$ cat src/rtl/seq_booth_mult.sv
// Iterative radix-2 shift-add multiplier with valid/ready handshakes on both sides.
// Signed operands are multiplied as magnitudes and the sign is reapplied at completion.
module seq_booth_mult #(
    parameter int WIDTH     = 32,
    parameter bit SIGNED_EN = 1'b1
) (
    input  logic                 clk,
    input  logic                 rst,
    input  logic                 in_valid,
    output logic                 in_ready,
    input  logic [WIDTH-1:0]     a,
    input  logic [WIDTH-1:0]     b,
    input  logic                 signed_mode,
    output logic                 out_valid,
    input  logic                 out_ready,
    output logic [2*WIDTH-1:0]   product
);

    localparam int CW = $clog2(WIDTH);
    localparam logic [CW-1:0] LAST_COUNT = CW'(WIDTH - 1);

    typedef enum logic [1:0] {IDLE, CALC, DONE} state_t;

    state_t             state;
    state_t             state_next;
    logic [WIDTH-1:0]   mcand;
    logic [WIDTH-1:0]   mplier;
    logic [WIDTH-1:0]   acc;
    logic [CW-1:0]      count;
    logic               res_neg;

    logic               sgn;
    logic [WIDTH-1:0]   mag_a;
    logic [WIDTH-1:0]   mag_b;
    logic [WIDTH:0]     sum;
    logic [2*WIDTH-1:0] acc_final;
    logic               last;

    // The magnitude of the most negative operand is still representable unsigned.
    always_comb begin
        sgn       = signed_mode & SIGNED_EN;
        mag_a     = (sgn && a[WIDTH-1]) ? -a : a;
        mag_b     = (sgn && b[WIDTH-1]) ? -b : b;
        sum       = {1'b0, acc} + {1'b0, (mplier[0] ? mcand : {WIDTH{1'b0}})};
        acc_final = {sum, mplier[WIDTH-1:1]};
        last      = (count == LAST_COUNT);
    end

    always_ff @(posedge clk) begin
        if (rst) begin
            state <= IDLE;
        end else begin
            state <= state_next;
        end
    end

    always_comb begin
        state_next = state;
        in_ready   = 1'b0;
        out_valid  = 1'b0;
        case (state)
            IDLE: begin
                in_ready = 1'b1;
                if (in_valid) begin
                    state_next = CALC;
                end
            end
            CALC: begin
                if (last) begin
                    state_next = DONE;
                end
            end
            DONE: begin
                out_valid = 1'b1;
                if (out_ready) begin
                    state_next = IDLE;
                end
            end
            default: state_next = IDLE;
        endcase
    end

    // The carry out of each add is shifted into the accumulator so nothing is lost.
    always_ff @(posedge clk) begin
        if (rst) begin
            mcand   <= '0;
            mplier  <= '0;
            acc     <= '0;
            count   <= '0;
            res_neg <= 1'b0;
            product <= '0;
        end else begin
            case (state)
                IDLE: begin
                    if (in_valid) begin
                        mcand   <= mag_a;
                        mplier  <= mag_b;
                        res_neg <= sgn & (a[WIDTH-1] ^ b[WIDTH-1]);
                        acc     <= '0;
                        count   <= '0;
                    end
                end
                CALC: begin
                    acc    <= sum[WIDTH:1];
                    mplier <= {sum[0], mplier[WIDTH-1:1]};
                    count  <= count + 1'b1;
                    if (last) begin
                        product <= res_neg ? -acc_final : acc_final;
                    end
                end
                default: ;
            endcase
        end
    end

endmodule

$ cat config.mk
export PLATFORM = sky130hd
export DESIGN_NAME = seq_booth_mult
export DESIGN_NICKNAME = d
export VERILOG_FILES = /design/src/rtl/seq_booth_mult.sv
export SDC_FILE = /design/constraint.sdc
export NUM_CORES = 1
export LEC_CHECK = 0
export ABC_AREA = 0
export BUFFER_PORTS_ARGS = -buffer_cell sky130_fd_sc_hd__buf_2
export CORE_ASPECT_RATIO = 0.9
export CORE_MARGIN = 2
export CORE_UTILIZATION = 29
export DETAILED_ROUTE_END_ITERATION = 12
export GPL_ROUTABILITY_DRIVEN = 0
export GPL_TIMING_DRIVEN = 0
export SYNTH_ARGS = -nofsm -noshare
export SYNTH_HDL_FRONTEND = slang
export SYNTH_SLANG_ARGS = --single-unit
$ cat constraint.sdc
create_clock -name clk -period 4.75 [get_ports clk]
set_input_delay 0.7125 -clock clk [delete_from_list [all_inputs] [get_ports clk]]
set_output_delay 0.7125 -clock clk [all_outputs]
set_load 0.005 [all_outputs]
==> qor.csv, run 1 <==
stage;metric;value;unit
run_status;outcome;complete, no violations;
timing;clock period minus final worst setup slack;4.47;ns
place;Buffers on Ports;134;
timing;number of pins exceeding their max-slew limit in the final report;0;
routing;total wirelength of the detailed-routed design;39.4;mm
timing;final sum of negative setup slack;0;ns
cts;Clk Latency, worst-skew pair;0.44;ns
place;worst setup timing slack at the placement stage;-0.552;ns
min_path;min-delay worst type;flop to flop;
synthesis;Avg Synthesized Cell Area;7.72;µm²
job;max cap viols;0;
floorplanning;core area;38100;µm²
synthesis;predominant post-synthesis flop cell;dfxtp_1;
synthesis;total of warnings raised by yosys;0;
power;maximum ir drop on the vdd rail;0.000259;V
timing;unrepaired setup endpoints after global routing;false;
floorplanning;Vert. Die Dim;190;µm
critical_path;Critical Path Start Type;flop;
synthesis;syn_nets;1549;
place;estimated wirelength of the detail-placed design;31.0;mm
cts;cell at the root of the clock tree;clkbuf_16;
grt;busiest layer in global routing;met2;
timing;Final setup violation count;0;
synthesis;post-synthesis instance area;11100;µm²
power;power density over the cells;276;nW/µm²
routing;total number of vias;11500;
grt;overall global routing resource usage;19.4;%
routing;routed via count divided by cell count;5.46;
timing;number of endpoints with negative hold slack in the final report;0;
timing;Worst Max-Slew Pin Slew;0.861;ns
floorplanning;Cell Rows;68;
power;Pleak;0.00502;µW
grt;pin count of the biggest net entering global routing;17;
cts;clock sink total;168;
synthesis;Seq cells post-synth;168;
cts;Num CTS Buffers;17;
grt;total congestion overflow;0;
finish;multi-input logic area;7300;µm²
critical_path;worst endpoint required time;5.11;ns
critical_path;biggest fanout along the worst timing path;10;
finish;fin cells;2098;
floorplanning;DIE WIDTH;211;µm
cts;number of levels the H-tree was split into;4;
grt;global-route met3 utilization;3.81;%
floorplanning;initial core utilization;29.2;%
cts;clock transition time at the flip-flop clock pins of the worst setup and hold paths;0.07;ns
synthesis;synthesized instance count;1442;
timing;period utilisation layout;94.1;%
routing;number of violations reported at the end of detailed-routing iteration 0;1069;
cts;maximum clock path buffer count;2;
grt;first-pass GRT wire length;60.9;mm
finish;Diodes inserted;0;
timing;crit path setup slack, layout;0.279;ns
grt;met1 track utilization from global routing;27.3;%
synthesis;count of unique library cells instantiated by Yosys;74;
finish;number of nets in the layout;1703;
timing;Slew Limit Headroom;42.6;%
critical_path;kind of critical path;flop to flop;
synthesis;fraction of synthesis flops using an asynchronous set or reset pin;0;%
cts;CTS tree;done;
finish;Reg area;3360;µm²
grt;vias in the first global route;10900;
finish;proportion of layout cells with a drive suffix above 1;14.4;%
routing;remaining design rule violation count;0;
grt;initial antenna violation count;0;
synthesis;sequential element share of the synthesized area;30.2;%
finish;relative area change from synthesis to final layout;18.3;%
finish;fin util;34.6;%
synthesis;count of flip-flops with a built-in enable after synthesis;0;
floorplanning;number of top-level design ports;135;
finish;Fillers;4030;
timing;Fin Clk Skew;0.0226;ns
routing;DRT Pass-1 Iters;7;
timing;Max Fclk;224;MHz
routing;Post-DRT Antenna Nets;0;
place;number of cells after detailed placement;2066;
critical_path;Worst Path Arrival;4.83;ns
floorplanning;die footprint;40000;µm²
critical_path;kind of end point of the critical path;flop;
routing;average wire per cell in the routed design;18.8;µm
grt;met2 demand-to-capacity share in global routing;29.6;%
layout by cell type, fill, tap and decap left out, types with 6 or more instances in the layout:
master / instances
nand2b_1: 7
clkbuf_16: 17
ha_1: 37
o21ai_0: 61
nand2_1: 143
a21o_1: 13
a21oi_2: 6
xnor2_1: 58
or4_1: 9
buf_2: 135
o41ai_1: 13
a211oi_1: 80
xor2_1: 74
nand3_1: 46
and3_1: 11
a31oi_1: 12
nand4_1: 12
a311oi_1: 8
inv_1: 23
a21oi_1: 132
a22oi_1: 31
buf_1: 6
and2_1: 42
inv_6: 6
or3_1: 20
o31ai_1: 24
dfxtp_1: 167
clkbuf_8: 10
o21a_1: 7
nor2_1: 155
nor4_1: 15
nor3_1: 24
o211ai_1: 9
clkbuf_1: 77
or2_2: 8
synthesized netlist by cell type (all sizes together) (11+ instances only):
cell | count | area, µm²
nor2 | 155 | 582
o41ai | 17 | 156
a22oi | 31 | 233
inv | 23 | 86.3
clkbuf | 92 | 435
and2 | 42 | 263
o21ai | 62 | 310
and3 | 11 | 68.8
or3 | 25 | 181
nor4 | 16 | 100
dfxtp | 168 | 3360
xnor2 | 58 | 508
or4 | 15 | 128
xor2 | 74 | 648
o31ai | 24 | 180
ha | 37 | 463
nor3 | 26 | 130
a21o | 13 | 97.6
a211oi | 82 | 621
nand2 | 144 | 541
a21oi | 138 | 691
a31oi | 12 | 75.1
nand4 | 12 | 75.1
nand3 | 46 | 230
kinds of logic after synthesis:
family,after synthesis,share of synthesized area (%)
AO/OA/AOI/OAI,437,25.6
XOR/XNOR,132,10.4
adder cells (fa/ha/maj),38,4.34
buffers and inverters,125,5.29
flip-flops,168,30.2
multiplexers,6,0.551
AND/OR/NAND/NOR,536,23.6
per-stage QoR:
| stage | power (µW) | cell area (µm²) | hold WS [ns] |
|---|---|---|---|
| after floorplan | 1920 | 11100 | 0.432 |
| after detailed placement | 2130 | 12400 | 0.447 |
| after CTS | 3630 | 13100 | 0.456 |
| after global routing | 3770 | 13200 | 0.491 |
| after global placement | 2120 | 12400 | 0.439 |
| final | 3640 | 13200 | 0.452 |
where the power goes:
part | total (µW) | switching [µW] | internal, µW | leakage [µW]
logic | 608 | 391 | 217 | 0.00335
clock network | 1520 | 658 | 862 | 0.000306
registers | 1510 | 51.6 | 1460 | 0.00137
metal layers:
layer / vias to the layer above / part of all wire (%) / wire [µm]
met5: - / 0 / 0
met4: 0 / 2.6 / 1010
met3: 67 / 7.5 / 2960
met2: 436 / 43 / 16900
met1: 5398 / 47 / 18600
li1: 5556 / - / -
critical path, cell delays in order, from the launching register on:
cell     delay, ns
dfxtp_2       0.35
buf_2         0.19
and2_1        0.17
ha_1          0.23
fa_1          0.41
a21o_1        0.20
nand4_1       0.20
a21oi_2       0.18
or4_1         0.49
nand3_1       0.18
or2b_2        0.35
or4_2         0.63
o41ai_1       0.51
nand3_1       0.12
a31oi_1       0.18
state kept, by name, summed over array words and instances (netlist names):
register and cells:
count 5, product 64, state 2, mplier 32, res_neg 1, mcand 32
acc 32
what timing repair did:
item                                    in CTS  in global routing
gates resized for setup                     12                 20
hold buffers                                 0                  0
endpoints found under the setup margin      15                 15
pin swaps                                    1                  3
setup buffers                                2                  1
area by class of cell:
class | instances | area share, %
plain buffers | 100 | 3.81
clock buffers | 19 | 3.36
clock inverters | 12 | 1.34
inverters | 23 | 0.655
multi-input cells | 1149 | 55.4
flip-flops and latches | 168 | 25.5
well taps | 490 | 4.65
repair buffers | 137 | 5.26
final timing paths:
kind	start	endpoint	slack [ns]	cells past startpoint
min reg2reg	mcand[31]	mcand[31]	0.45	2
min	mcand[31]	mcand[31]	0.45	2
max	mplier[0]	product[63]	0.28	14
max reg2reg	mplier[0]	product[63]	0.28	14
Power figures use the tool's default switching activity.
==> inputs of run 2 (changes only) <==
--- a/config.mk
+++ b/config.mk
@@ -7,12 +7,15 @@
 export LEC_CHECK = 0
 export ABC_AREA = 0
 export BUFFER_PORTS_ARGS = -buffer_cell sky130_fd_sc_hd__buf_2
+export CELL_PAD_IN_SITES_DETAIL_PLACEMENT = 0
+export CELL_PAD_IN_SITES_GLOBAL_PLACEMENT = 1
 export CORE_ASPECT_RATIO = 0.9
 export CORE_MARGIN = 2
 export CORE_UTILIZATION = 29
 export DETAILED_ROUTE_END_ITERATION = 12
 export GPL_ROUTABILITY_DRIVEN = 0
 export GPL_TIMING_DRIVEN = 0
+export PLACE_DENSITY_LB_ADDON = 0.1
 export SYNTH_ARGS = -nofsm -noshare
 export SYNTH_HDL_FRONTEND = slang
 export SYNTH_SLANG_ARGS = --single-unit
==> run 2 against run 1 <==
Compared with the run above:
- via count decreased by 2.6%
- global-route usage increased by 2.1 points
- first-iteration DRC count decreased by 26%
- count of clock-buffer cells in the layout decreased by 1
- die area unchanged
- register-to-register slack got worse by 0.13 ns
- clock power decreased by 3%
- clock skew decreased by 0.0084 ns
- design area about the same
- largest power group is now sequential cells
==> qor.csv, run 2 (same netlist as run 1, synthesis figures left out) <==
stage;metric;value;unit;change
critical_path;kind of critical path;flop to flop;;unchanged
grt;total congestion overflow;0;;unchanged
timing;crit path setup slack, layout;0.145;ns;was 0.279 ns
routing;total number of vias;11200;;was 11,500
floorplanning;number of top-level design ports;135;;unchanged
timing;Fin Clk Skew;0.0143;ns;was 0.0226 ns
cts;maximum clock path buffer count;2;;unchanged
timing;Final setup violation count;0;;unchanged
job;max cap viols;0;;unchanged
critical_path;Worst Path Arrival;4.99;ns;was 4.83 ns
timing;clock period minus final worst setup slack;4.60;ns;was 4.47 ns
cts;CTS tree;done;;unchanged
timing;unrepaired setup endpoints after global routing;true;;was false
run_status;outcome;complete, no violations;;unchanged
finish;multi-input logic area;7320;µm²;was 7300 µm²
grt;pin count of the biggest net entering global routing;17;;unchanged
finish;Fillers;4171;;was 4,030
place;estimated wirelength of the detail-placed design;33.9;mm;was 31.0 mm
cts;cell at the root of the clock tree;clkbuf_16;;unchanged
floorplanning;core area;38100;µm²;unchanged
finish;flip-flop count of the largest register after layout;64;;unchanged
timing;Worst Max-Slew Pin Slew;0.857;ns;was 0.861 ns
grt;vias in the first global route;10600;;was 10,900
grt;initial antenna violation count;0;;unchanged
cts;clock transition time at the flip-flop clock pins of the worst setup and hold paths;0.07;ns;about the same
grt;overall global routing resource usage;21.5;%;was 19.4%
finish;most common cell after layout, fill and taps aside;dfxtp_1;;unchanged
grt;first-pass GRT wire length;65.2;mm;was 60.9 mm
finish;commonest cells after routing, fill and taps aside;dfxtp_1, nor2_1, nand2_1, buf_2, a21oi_1;;unchanged
finish;Diodes inserted;0;;unchanged
min_path;Hold Path Depth;2;;unchanged
finish;relative area change from synthesis to final layout;18.4;%;was 18.3%
power;Pleak;0.00502;µW;about the same
timing;number of endpoints with negative hold slack in the final report;0;;unchanged
cts;number of levels the H-tree was split into;4;;unchanged
min_path;min-delay worst type;flop to flop;;unchanged
power;power density over the cells;275;nW/µm²;was 276 nW/µm²
timing;period utilisation layout;96.9;%;was 94.1%
floorplanning;initial core utilization;29.2;%;unchanged
place;Buffers on Ports;134;;unchanged
critical_path;biggest fanout along the worst timing path;10;;unchanged
routing;number of violations reported at the end of detailed-routing iteration 0;796;;was 1,069
critical_path;R2R Path Start;mplier[0];;unchanged
power;maximum ir drop on the vdd rail;0.000239;V;was 0.000259 V
finish;proportion of layout cells with a drive suffix above 1;14.7;%;was 14.4%
place;worst setup timing slack at the placement stage;-0.806;ns;was -0.552 ns
finish;fin cells;2102;;was 2,098
floorplanning;die footprint;40000;µm²;unchanged
timing;Slew Limit Headroom;42.5;%;was 42.6%
critical_path;worst endpoint required time;5.13;ns;was 5.11 ns
floorplanning;Cell Rows;68;;unchanged
routing;average wire per cell in the routed design;20.5;µm;was 18.8 µm
critical_path;r2r setup slk;0.15;ns;was 0.28 ns
cts;clock sink total;168;;unchanged
routing;routed via count divided by cell count;5.31;;was 5.46
critical_path;crit path from;mplier[0];;unchanged
timing;number of pins exceeding their max-slew limit in the final report;0;;unchanged
timing;Max Fclk;217;MHz;was 224 MHz
power;power after layout;3620;µW;was 3640 µW
floorplanning;Vert. Die Dim;190;µm;unchanged
routing;Post-DRT Antenna Nets;0;;unchanged
floorplanning;DIE WIDTH;211;µm;unchanged
critical_path;worst reg2reg path endpoint;product[63];;unchanged
critical_path;Register-to-Register Path Depth;15;;was 14
critical_path;kind of end point of the critical path;flop;;unchanged
finish;largest register by flop count;product;;unchanged
finish;Reg area;3360;µm²;unchanged
finish;number of nets in the layout;1706;;was 1,703
routing;remaining design rule violation count;0;;unchanged
cts;Clk Latency, worst-skew pair;0.46;ns;was 0.44 ns
timing;worst hold slack;0.454;ns;was 0.452 ns
critical_path;Critical Path Start Type;flop;;unchanged
critical_path;last element of the critical path;product[63];;unchanged
place;number of cells after detailed placement;2066;;unchanged
routing;total wirelength of the detailed-routed design;43.1;mm;was 39.4 mm
routing;DRT Pass-1 Iters;5;;was 7
cts;Num CTS Buffers;17;;unchanged
[run 2: area by class of cell]
| type | count | area share [%] |
|---|---|---|
| Timing Repair Buffer | 138 | 5.31 |
| Sequential cell | 168 | 25.5 |
| Inverter | 23 | 0.655 |
| Buffer | 102 | 3.86 |
| Clock inverter | 14 | 1.22 |
| Multi-Input combinational cell | 1149 | 55.5 |
| Tap cell | 490 | 4.65 |
| Clock buffer | 18 | 3.25 |
[run 2: metrics by stage]
step	util, %	area [µm²]	setup TNS, ns
floorplan	-	11100	0
finish	34.6	13200	0
detailed placement	32.6	12400	-9.29
global route	34.6	13200	-0.0976
CTS	34.5	13100	0
global placement	32.6	12400	-9.72
[run 2: worst min-delay path by stage]
stage / startpoint / endpoint
4_1_cts: mcand[0] / mcand[0]
3_5_place_dp: mcand[0] / mcand[0]
2_1_floorplan: mcand[0] / mcand[0]
6_report: mcand[31] / mcand[31]
3_3_place_gp: mcand[0] / mcand[0]
5_1_grt: mcand[31] / mcand[31]
[run 2: critical path, cell delays in order, from the launching register on]
cell      delay, ns
dfxtp_2        0.36
clkbuf_2       0.18
and2_1         0.22
ha_1           0.25
fa_1           0.42
a21o_1         0.20
nand4_1        0.09
buf_4          0.16
a21oi_4        0.10
or4_1          0.47
nand3_1        0.28
or2b_2         0.36
or4_2          0.63
o41ai_1        0.50
nand3_1        0.13
a31oi_1        0.19
[run 2: what timing repair did]
item                                   4_1_cts  5_1_grt
setup endpoints to repair                   17       11
gates cloned                                 0        0
resized for setup                           22       16
pin swaps                                    2        1
hold buffers                                 0        0
setup buffers                                4        0
endpoints found under the hold margin        0        0
[run 2: report_power, final]
group | leakage (µW) | switching, µW | internal [µW]
Sequential | 0.00137 | 57.2 | 1460
Clock | 0.000289 | 694 | 790
Combinational | 0.00336 | 405 | 218
Total | 0.00502 | 1160 | 2470
[run 2: layer usage]
metal / track usage, % / vias to the layer above / share of wire [%]
li1: - / 5560 / -
met1: 32.7 / 5320 / 52
met2: 32.2 / 252 / 42
met3: 2.82 / 25 / 4.4
met4: 4.58 / 0 / 1.0
met5: 0 / - / 0
